`src/rtl/long_op_scheduler_pkg.sv`:
```
// Shared definitions for the long-op scheduler: FSM encoding and the
// mul/div funct3 codes carried to the long unit.
package long_op_scheduler_pkg;

   localparam logic [1:0] S_IDLE    = 2'd0;
   localparam logic [1:0] S_BUSY    = 2'd1;
   localparam logic [1:0] S_WB_PEND = 2'd2;

   typedef enum logic [1:0] {
      IDLE    = S_IDLE,
      BUSY    = S_BUSY,
      WB_PEND = S_WB_PEND
   } state_t;

   localparam logic [2:0] OP_MUL    = 3'd0;
   localparam logic [2:0] OP_MULH   = 3'd1;
   localparam logic [2:0] OP_MULHSU = 3'd2;
   localparam logic [2:0] OP_MULHU  = 3'd3;
   localparam logic [2:0] OP_DIV    = 3'd4;
   localparam logic [2:0] OP_DIVU   = 3'd5;
   localparam logic [2:0] OP_REM    = 3'd6;
   localparam logic [2:0] OP_REMU   = 3'd7;

endpackage

```
`src/rtl/long_op_scheduler_if.sv`:
```
// Pipeline-facing bundle of the long-op scheduler: EX issue, ID hazard
// labels, long-unit handshake and the shared regfile write port.
interface long_op_scheduler_if;

   logic        issue_valid_i;
   logic [2:0]  issue_op_i;
   logic [4:0]  issue_rd_i;
   logic [31:0] issue_a_i;
   logic [31:0] issue_b_i;
   logic        flush_i;
   logic        busywait_i;
   logic        issue_ready_o;
   logic        id_is_long_i;
   logic [4:0]  id_rs1_i;
   logic [4:0]  id_rs2_i;
   logic [4:0]  id_rd_i;
   logic        stall_o;
   logic        lu_start_o;
   logic [2:0]  lu_op_o;
   logic [31:0] lu_a_o;
   logic [31:0] lu_b_o;
   logic        lu_done_i;
   logic [31:0] lu_result_i;
   logic        wb_en_i;
   logic [4:0]  wb_rd_i;
   logic [31:0] wb_data_i;
   logic        wb_hold_o;
   logic        rf_we_o;
   logic [4:0]  rf_rd_o;
   logic [31:0] rf_data_o;

   modport slave (
      input  issue_valid_i, issue_op_i, issue_rd_i, issue_a_i, issue_b_i,
      input  flush_i, busywait_i,
      output issue_ready_o,
      input  id_is_long_i, id_rs1_i, id_rs2_i, id_rd_i,
      output stall_o,
      output lu_start_o, lu_op_o, lu_a_o, lu_b_o,
      input  lu_done_i, lu_result_i,
      input  wb_en_i, wb_rd_i, wb_data_i,
      output wb_hold_o, rf_we_o, rf_rd_o, rf_data_o
   );

   modport master (
      output issue_valid_i, issue_op_i, issue_rd_i, issue_a_i, issue_b_i,
      output flush_i, busywait_i,
      input  issue_ready_o,
      output id_is_long_i, id_rs1_i, id_rs2_i, id_rd_i,
      input  stall_o,
      input  lu_start_o, lu_op_o, lu_a_o, lu_b_o,
      output lu_done_i, lu_result_i,
      output wb_en_i, wb_rd_i, wb_data_i,
      input  wb_hold_o, rf_we_o, rf_rd_o, rf_data_o
   );

endinterface

```
`src/rtl/long_op_scoreboard.sv`:
```
// Single-entry scoreboard: remembers the in-flight long op's rd and
// stalls ID on RAW/WAW against it or on a second long op.
module long_op_scoreboard (
   input  logic       clk_i,
   input  logic       rst_i,
   input  logic       set,
   input  logic [4:0] set_rd,
   input  logic       clear,
   input  logic       id_is_long,
   input  logic [4:0] id_rs1,
   input  logic [4:0] id_rs2,
   input  logic [4:0] id_rd,
   output logic [4:0] pend_rd,
   output logic       stall
);

   logic pend_valid;
   logic label_hit;

   always_ff @(posedge clk_i) begin
      if (rst_i) begin
         pend_valid <= 1'b0;
         pend_rd    <= 5'd0;
      end else if (set) begin
         pend_valid <= 1'b1;
         pend_rd    <= set_rd;
      end else if (clear) begin
         pend_valid <= 1'b0;
      end
   end

   assign label_hit = (pend_rd != 5'd0) &&
                      ((pend_rd == id_rs1) || (pend_rd == id_rs2) || (pend_rd == id_rd));

   // Releasing on the write cycle lets the dependent op read through the regfile.
   assign stall = pend_valid && !clear && (label_hit || id_is_long);

endmodule

```
`src/rtl/long_op_scheduler.sv`:
```
// Issues one long op at a time to the external long unit and arbitrates
// the single regfile write port between MEM/WB and the long result.
module long_op_scheduler
   import long_op_scheduler_pkg::*;
#(
   parameter int MAX_DEFER = 4,
   parameter int DEFER_W   = 3
) (
   input logic                clk_i,
   input logic                rst_i,
   long_op_scheduler_if.slave bus
);

   state_t               state;
   logic [31:0]          result_buf;
   logic [DEFER_W-1:0]   defer_cnt;
   logic [4:0]           pend_rd;
   logic                 issue_fire;
   logic                 done_now;
   logic                 defer_max;
   logic                 completing;
   logic                 long_write;
   logic [31:0]          long_data;

   assign issue_fire = bus.issue_valid_i && (state == IDLE) && !bus.flush_i && !bus.busywait_i;
   assign done_now   = (state == BUSY) && bus.lu_done_i;
   assign defer_max  = (state == WB_PEND) && (defer_cnt == DEFER_W'(MAX_DEFER));

   // An x0 result never needs the port, so it retires straight from BUSY.
   assign completing = (done_now && (!bus.wb_en_i || pend_rd == 5'd0)) ||
                       ((state == WB_PEND) && (!bus.wb_en_i || defer_max));
   assign long_write = completing && (pend_rd != 5'd0);
   assign long_data  = (state == BUSY) ? bus.lu_result_i : result_buf;

   assign bus.issue_ready_o = (state == IDLE);
   assign bus.wb_hold_o     = defer_max;

   always_comb begin
      bus.rf_we_o   = bus.wb_en_i && (bus.wb_rd_i != 5'd0);
      bus.rf_rd_o   = bus.wb_rd_i;
      bus.rf_data_o = bus.wb_data_i;
      if (long_write) begin
         bus.rf_we_o   = 1'b1;
         bus.rf_rd_o   = pend_rd;
         bus.rf_data_o = long_data;
      end
   end

   always_ff @(posedge clk_i) begin
      if (rst_i) begin
         state          <= IDLE;
         result_buf     <= 32'd0;
         defer_cnt      <= '0;
         bus.lu_start_o <= 1'b0;
         bus.lu_op_o    <= 3'd0;
         bus.lu_a_o     <= 32'd0;
         bus.lu_b_o     <= 32'd0;
      end else begin
         bus.lu_start_o <= issue_fire;
         if (issue_fire) begin
            bus.lu_op_o <= bus.issue_op_i;
            bus.lu_a_o  <= bus.issue_a_i;
            bus.lu_b_o  <= bus.issue_b_i;
         end
         case (state)
            IDLE: begin
               if (issue_fire) begin
                  state <= BUSY;
               end
            end
            BUSY: begin
               if (bus.lu_done_i) begin
                  if (completing) begin
                     state <= IDLE;
                  end else begin
                     result_buf <= bus.lu_result_i;
                     defer_cnt  <= '0;
                     state      <= WB_PEND;
                  end
               end
            end
            WB_PEND: begin
               if (completing) begin
                  state <= IDLE;
               end else begin
                  defer_cnt <= defer_cnt + 1'b1;
               end
            end
            default: state <= IDLE;
         endcase
      end
   end

   long_op_scoreboard u_scoreboard (
      .clk_i      (clk_i),
      .rst_i      (rst_i),
      .set        (issue_fire),
      .set_rd     (bus.issue_rd_i),
      .clear      (completing),
      .id_is_long (bus.id_is_long_i),
      .id_rs1     (bus.id_rs1_i),
      .id_rs2     (bus.id_rs2_i),
      .id_rd      (bus.id_rd_i),
      .pend_rd    (pend_rd),
      .stall      (bus.stall_o)
   );

   // A done pulse outside BUSY means the long unit lost sync with us.
   always @(posedge clk_i) begin
      if (!rst_i && bus.lu_done_i) begin
         assert (state == BUSY) else $error("lu_done_i asserted while scheduler not BUSY");
      end
   end

endmodule

```
`src/flat_wrapper.sv`:
```
// flat-port wrapper written by rule: the top's interface ports become plain ports
module long_op_scheduler_flat import long_op_scheduler_pkg::*;
#(
   parameter int MAX_DEFER = 4,
   parameter int DEFER_W   = 3
)
  (clk_i, rst_i, bus_issue_valid_i, bus_issue_op_i, bus_issue_rd_i, bus_issue_a_i, bus_issue_b_i, bus_flush_i, bus_busywait_i, bus_issue_ready_o, bus_id_is_long_i, bus_id_rs1_i, bus_id_rs2_i, bus_id_rd_i, bus_stall_o, bus_lu_start_o, bus_lu_op_o, bus_lu_a_o, bus_lu_b_o, bus_lu_done_i, bus_lu_result_i, bus_wb_en_i, bus_wb_rd_i, bus_wb_data_i, bus_wb_hold_o, bus_rf_we_o, bus_rf_rd_o, bus_rf_data_o);
  long_op_scheduler_if bus_i ();
  input logic clk_i;
  input logic rst_i;
  input wire logic [$bits(bus_i.issue_valid_i)-1:0] bus_issue_valid_i;
  input wire logic [$bits(bus_i.issue_op_i)-1:0] bus_issue_op_i;
  input wire logic [$bits(bus_i.issue_rd_i)-1:0] bus_issue_rd_i;
  input wire logic [$bits(bus_i.issue_a_i)-1:0] bus_issue_a_i;
  input wire logic [$bits(bus_i.issue_b_i)-1:0] bus_issue_b_i;
  input wire logic [$bits(bus_i.flush_i)-1:0] bus_flush_i;
  input wire logic [$bits(bus_i.busywait_i)-1:0] bus_busywait_i;
  output wire logic [$bits(bus_i.issue_ready_o)-1:0] bus_issue_ready_o;
  input wire logic [$bits(bus_i.id_is_long_i)-1:0] bus_id_is_long_i;
  input wire logic [$bits(bus_i.id_rs1_i)-1:0] bus_id_rs1_i;
  input wire logic [$bits(bus_i.id_rs2_i)-1:0] bus_id_rs2_i;
  input wire logic [$bits(bus_i.id_rd_i)-1:0] bus_id_rd_i;
  output wire logic [$bits(bus_i.stall_o)-1:0] bus_stall_o;
  output wire logic [$bits(bus_i.lu_start_o)-1:0] bus_lu_start_o;
  output wire logic [$bits(bus_i.lu_op_o)-1:0] bus_lu_op_o;
  output wire logic [$bits(bus_i.lu_a_o)-1:0] bus_lu_a_o;
  output wire logic [$bits(bus_i.lu_b_o)-1:0] bus_lu_b_o;
  input wire logic [$bits(bus_i.lu_done_i)-1:0] bus_lu_done_i;
  input wire logic [$bits(bus_i.lu_result_i)-1:0] bus_lu_result_i;
  input wire logic [$bits(bus_i.wb_en_i)-1:0] bus_wb_en_i;
  input wire logic [$bits(bus_i.wb_rd_i)-1:0] bus_wb_rd_i;
  input wire logic [$bits(bus_i.wb_data_i)-1:0] bus_wb_data_i;
  output wire logic [$bits(bus_i.wb_hold_o)-1:0] bus_wb_hold_o;
  output wire logic [$bits(bus_i.rf_we_o)-1:0] bus_rf_we_o;
  output wire logic [$bits(bus_i.rf_rd_o)-1:0] bus_rf_rd_o;
  output wire logic [$bits(bus_i.rf_data_o)-1:0] bus_rf_data_o;
  assign bus_i.issue_valid_i = bus_issue_valid_i;
  assign bus_i.issue_op_i = bus_issue_op_i;
  assign bus_i.issue_rd_i = bus_issue_rd_i;
  assign bus_i.issue_a_i = bus_issue_a_i;
  assign bus_i.issue_b_i = bus_issue_b_i;
  assign bus_i.flush_i = bus_flush_i;
  assign bus_i.busywait_i = bus_busywait_i;
  assign bus_issue_ready_o = bus_i.issue_ready_o;
  assign bus_i.id_is_long_i = bus_id_is_long_i;
  assign bus_i.id_rs1_i = bus_id_rs1_i;
  assign bus_i.id_rs2_i = bus_id_rs2_i;
  assign bus_i.id_rd_i = bus_id_rd_i;
  assign bus_stall_o = bus_i.stall_o;
  assign bus_lu_start_o = bus_i.lu_start_o;
  assign bus_lu_op_o = bus_i.lu_op_o;
  assign bus_lu_a_o = bus_i.lu_a_o;
  assign bus_lu_b_o = bus_i.lu_b_o;
  assign bus_i.lu_done_i = bus_lu_done_i;
  assign bus_i.lu_result_i = bus_lu_result_i;
  assign bus_i.wb_en_i = bus_wb_en_i;
  assign bus_i.wb_rd_i = bus_wb_rd_i;
  assign bus_i.wb_data_i = bus_wb_data_i;
  assign bus_wb_hold_o = bus_i.wb_hold_o;
  assign bus_rf_we_o = bus_i.rf_we_o;
  assign bus_rf_rd_o = bus_i.rf_rd_o;
  assign bus_rf_data_o = bus_i.rf_data_o;
  long_op_scheduler #(.MAX_DEFER(MAX_DEFER), .DEFER_W(DEFER_W)) u_core (.clk_i(clk_i), .rst_i(rst_i), .bus(bus_i));
endmodule
```
`config.mk`:
```
export PLATFORM = sky130hd
export DESIGN_NAME = long_op_scheduler_flat
export DESIGN_NICKNAME = d
export VERILOG_FILES = /design/src/rtl/long_op_scheduler_pkg.sv /design/src/rtl/long_op_scheduler_if.sv /design/src/rtl/long_op_scoreboard.sv /design/src/rtl/long_op_scheduler.sv /design/src/flat_wrapper.sv
export SDC_FILE = /design/constraint.sdc
export NUM_CORES = 1
export LEC_CHECK = 0
export CORE_MARGIN = 1.5
export CORE_UTILIZATION = 39
export CTS_CLUSTER_SIZE = 10
export DETAILED_ROUTE_END_ITERATION = 12
export PLACE_DENSITY_LB_ADDON = 0.1
export SETUP_SLACK_MARGIN = 0.4
export SLEW_MARGIN = 20
export SYNTH_ARGS = -nofsm -noshare
export SYNTH_HDL_FRONTEND = slang
export SYNTH_HIERARCHICAL = 1
export SYNTH_SLANG_ARGS = --single-unit
```
`constraint.sdc`:
```
create_clock -name clk_i -period 3.2 [get_ports clk_i]
set_clock_uncertainty 0.15 [all_clocks]
set_input_delay 0.64 -clock clk_i [delete_from_list [all_inputs] [get_ports clk_i]]
set_output_delay 0.64 -clock clk_i [all_outputs]
set_load 0.02 [all_outputs]
```
==> reports/qor.txt <==
met1 Usage GRT - 26.13%
fill count - 926
Critical-path top delay cell - or3_4
crit path max fanout - 8
dpl hpwl - 11.97 mm
Tot Pwr - 0.003359 W
vias - 5,602
Max-Cap Viols - 0
Syn-to-layout area delta - 80.81%
max incr delay on CP - 0.38 ns
I/O Buffers - 272
Setup-failing EPs final - 0
CTS tree - built
DRT iter0 DRCs - 294
Initial DRT Pass Iterations - 5
P_leak - 3.196 nW
startpoint type of the worst setup path - register
Sw Share - 25.02%
Int Power - 0.002519 W
Top Ports - 273
die height - 117.0 um
total grt overflow - 0
Fin Setup TNS - 0 ns
commonest cells in the synthesized netlist - nand2_1 (201), a21oi_1 (138), dfxtp_1 (111)
met3 Resource Use GR - 8.805%
synth warn - 6
Die Area - 13,680 um2
Yosys top cell area share - 43.87%
antenna diode count - 0
H-tree Lvls - 3
period utilization - 92.80%
antenna-violating nets left - 0
Worst-Skew Late Latency - 0.34 ns
root buffer cell - clkbuf_16
layout cells sized above 1 - 18.74%
first-pass GRT wire length - 26.01 mm
Die W - 117.0 um
count leader, synth - nand2_1
RR Endpoint - u_core/result_buf[26]
min Tclk post-route - 2.970 ns
final core occ - 72.27%
Hold Path Class - register to register
status - completed
worst setup path start - u_core/u_scoreboard/pend_rd[0]
Worst Max-Slew Pin Slew - 0.8084 ns
Max transition margin - 45.98%
dpl cell area - 8034 um2
mapped cell area - 5065 um2
# rows - 41
FFs w/ async S/R, synth - 0%
GR peak layer - met2
R2R setup slack - 0.99 ns
Synth Flop Type - dfxtp_1
Net Switching - 0.0008404 W
GP Congestion - 0.8533
endpoints failing hold - 0
placement-stage worst setup slack - -0.3694 ns
Initial Util - 39.97%
Clk pwr share - 35.8%
power per standard cell area - 366.8 nW/um2
CP dominant cell by count - or3_4
Seq/Total Area, Yosys - 43.87%
kind of end point of the critical path - output pin
clk sink count - 111
clk slew on worst S/H paths - 0.07 ns
hold-fix buffers at CTS - 0
Area contributors post-synth - dfxtp_1 (44%), nand2_1 (15%), a21oi_1 (14%), mux2i_1 (7.3%), a21oi_2 (5.2%)
worst setup margin - 0.2305 ns
Core Area - 12,670 um2
synthesized instance count - 643
sequential power share - 42.6%
CTS Buffer Depth - 2
Cell Chain, Critical Path - or3_4 -> or3_4 -> and2_4 -> buf_12 -> buf_16 -> a21oi_2 -> buf_4
count of cell types in the netlist - 41
met2 Use GR - 43.98%
wire per inst - 17.00 um
cts bufs inserted - 9
VDD IR-drop max - 0.2857 mV
Worst Path Required - 2.41 ns
synthesized net count - 809
Peak Freq - 336.8 MHz
synthesized area per cell - 7.877 um2
worst r2r src - u_core/u_scoreboard/pend_rd[0]
Final Cell Area - 9158 um2
R2R depth - 6
number of synthesized flops with an enable pin - 0
Seq cells post-synth - 111
unrepaired setup endpoints after global routing - yes
via/cell ratio - 5.139
worst setup path endpoint - bus_rf_data_o[8]
initial antenna violation count - 0
Final nets - 1,079
vias in the first global route - 5,323
DRC Markers - 0
final WL - 18.53 mm
GR Util All Layers - 24.35%
crit path DAT - 2.18 ns
Slew Viols, Final - 0
largest net degree at the start of global routing - 70
cell accounting for the most synthesized area - dfxtp_1
Comb power frac - 21.6%
crit path kind - register to output pin
==> metal layers <==
| metal | vias to the layer above | wire, um |
|---|---|---|
| met4 | 0 | 476 |
| met1 | 2633 | 6759 |
| met2 | 230 | 9446 |
| met5 | - | 0 |
| met3 | 39 | 1844 |
| li1 | 2700 | - |
==> flip-flops by register name, indices dropped and copies added, names as in the netlist <==
| signal | flops |
|---|---|
| u_core/defer_cnt | 3 |
| u_core/u_scoreboard/pend_rd | 5 |
| u_core/bus.lu_op_o | 3 |
| u_core/bus.lu_b_o | 32 |
| u_core/bus.lu_a_o | 32 |
| u_core/result_buf | 32 |
| u_core/bus.lu_start_o | 1 |
| u_core/u_scoreboard/pend_valid | 1 |
| u_core/state | 2 |
==> through the flow <==
| stage | std cells | hold slack (ns) |
|---|---|---|
| global route | 1090 | 0.3164 |
| CTS | 1088 | 0.3057 |
| finish | 1090 | 0.3018 |
| global placement | 1057 | 0.2909 |
| detailed placement | 1058 | 0.2962 |
| floorplan | 643 | 0.2857 |
==> worst max-delay path: cells and delay by family (launching register included) <==
family | cells | cell delay (ns)
AOI/OAI and AO/OA | 1 | 0.14
buffers and inverters | 3 | 0.45
DFF | 1 | 0.32
and+or+nand+nor | 3 | 0.93
==> layout by cell type, fill, tap and decap left out, drive strengths merged, types with 5 or more instances in the layout <==
cell type      netlist  layout
mux2i               37      37
dfxtp              111     111
clkbuf              39      12
nand2              201     201
xnor2                6       6
clkdlybuf4s50        0     230
nor2                13      13
a22o                 5       5
xor2                 9       9
buf                 11      77
a21oi              168     168
==> cell families after synthesis <==
group	synth area share [%]
multiplexers	7.312
adder cells (fa/ha/maj)	0.4940
XOR/XNOR	2.594
AO/OA/AOI/OAI	22.38
AND/OR/NAND/NOR	18.70
flip-flops	43.87
buffers and inverters	4.644
==> how the worst min path moves through the flow <==
stage                       endpoint                   from  depth (start not counted)  slack (ns)
2_1_floorplan   u_core/result_buf[0]   u_core/result_buf[0]                          2        0.29
6_report       u_core/bus.lu_a_o[24]  u_core/bus.lu_a_o[24]                          2        0.30
3_3_place_gp   u_core/bus.lu_b_o[26]  u_core/bus.lu_b_o[26]                          2        0.29
4_1_cts        u_core/result_buf[27]  u_core/result_buf[27]                          2        0.31
3_5_place_dp   u_core/result_buf[27]  u_core/result_buf[27]                          2        0.30
5_1_grt        u_core/bus.lu_a_o[20]  u_core/bus.lu_a_o[20]                          2        0.32
==> power groups by stage <==
| stage | registers (W) | clock network [W] | logic (W) |
|---|---|---|---|
| 3_3_place_gp | 0.00146 | 0 | 0.000610 |
| 5_1_grt | 0.00143 | 0.00130 | 0.000769 |
| 3_5_place_dp | 0.00146 | 0 | 0.000621 |
| 4_1_cts | 0.00143 | 0.00124 | 0.000658 |
| 2_1_floorplan | 0.00150 | 0 | 0.000209 |
| 6_report | 0.00143 | 0.00120 | 0.000726 |
==> final cells by class <==
cell class                      count  area [um2]  share of cell area [%]
Clock buffer                       12       246.5                   2.692
Multi-Input combinational cell    479        3109                   33.95
Timing Repair Buffer              309        3272                   35.73
Inverter                            3       11.26                  0.1230
Clock inverter                      4       77.57                  0.8471
Sequential cell                   111        2226                   24.31
Tap cell                          172       215.2                   2.350
==> what timing repair did <==
action | 4_1_cts | 5_1_grt
endpoints found under the setup margin | 39 | 39
setup buffers | 8 | 2
cloned | 6 | 0
pin swaps | 4 | 3
gates resized for setup | 240 | 93
Note: power is estimated with default switching activity, not from simulation.
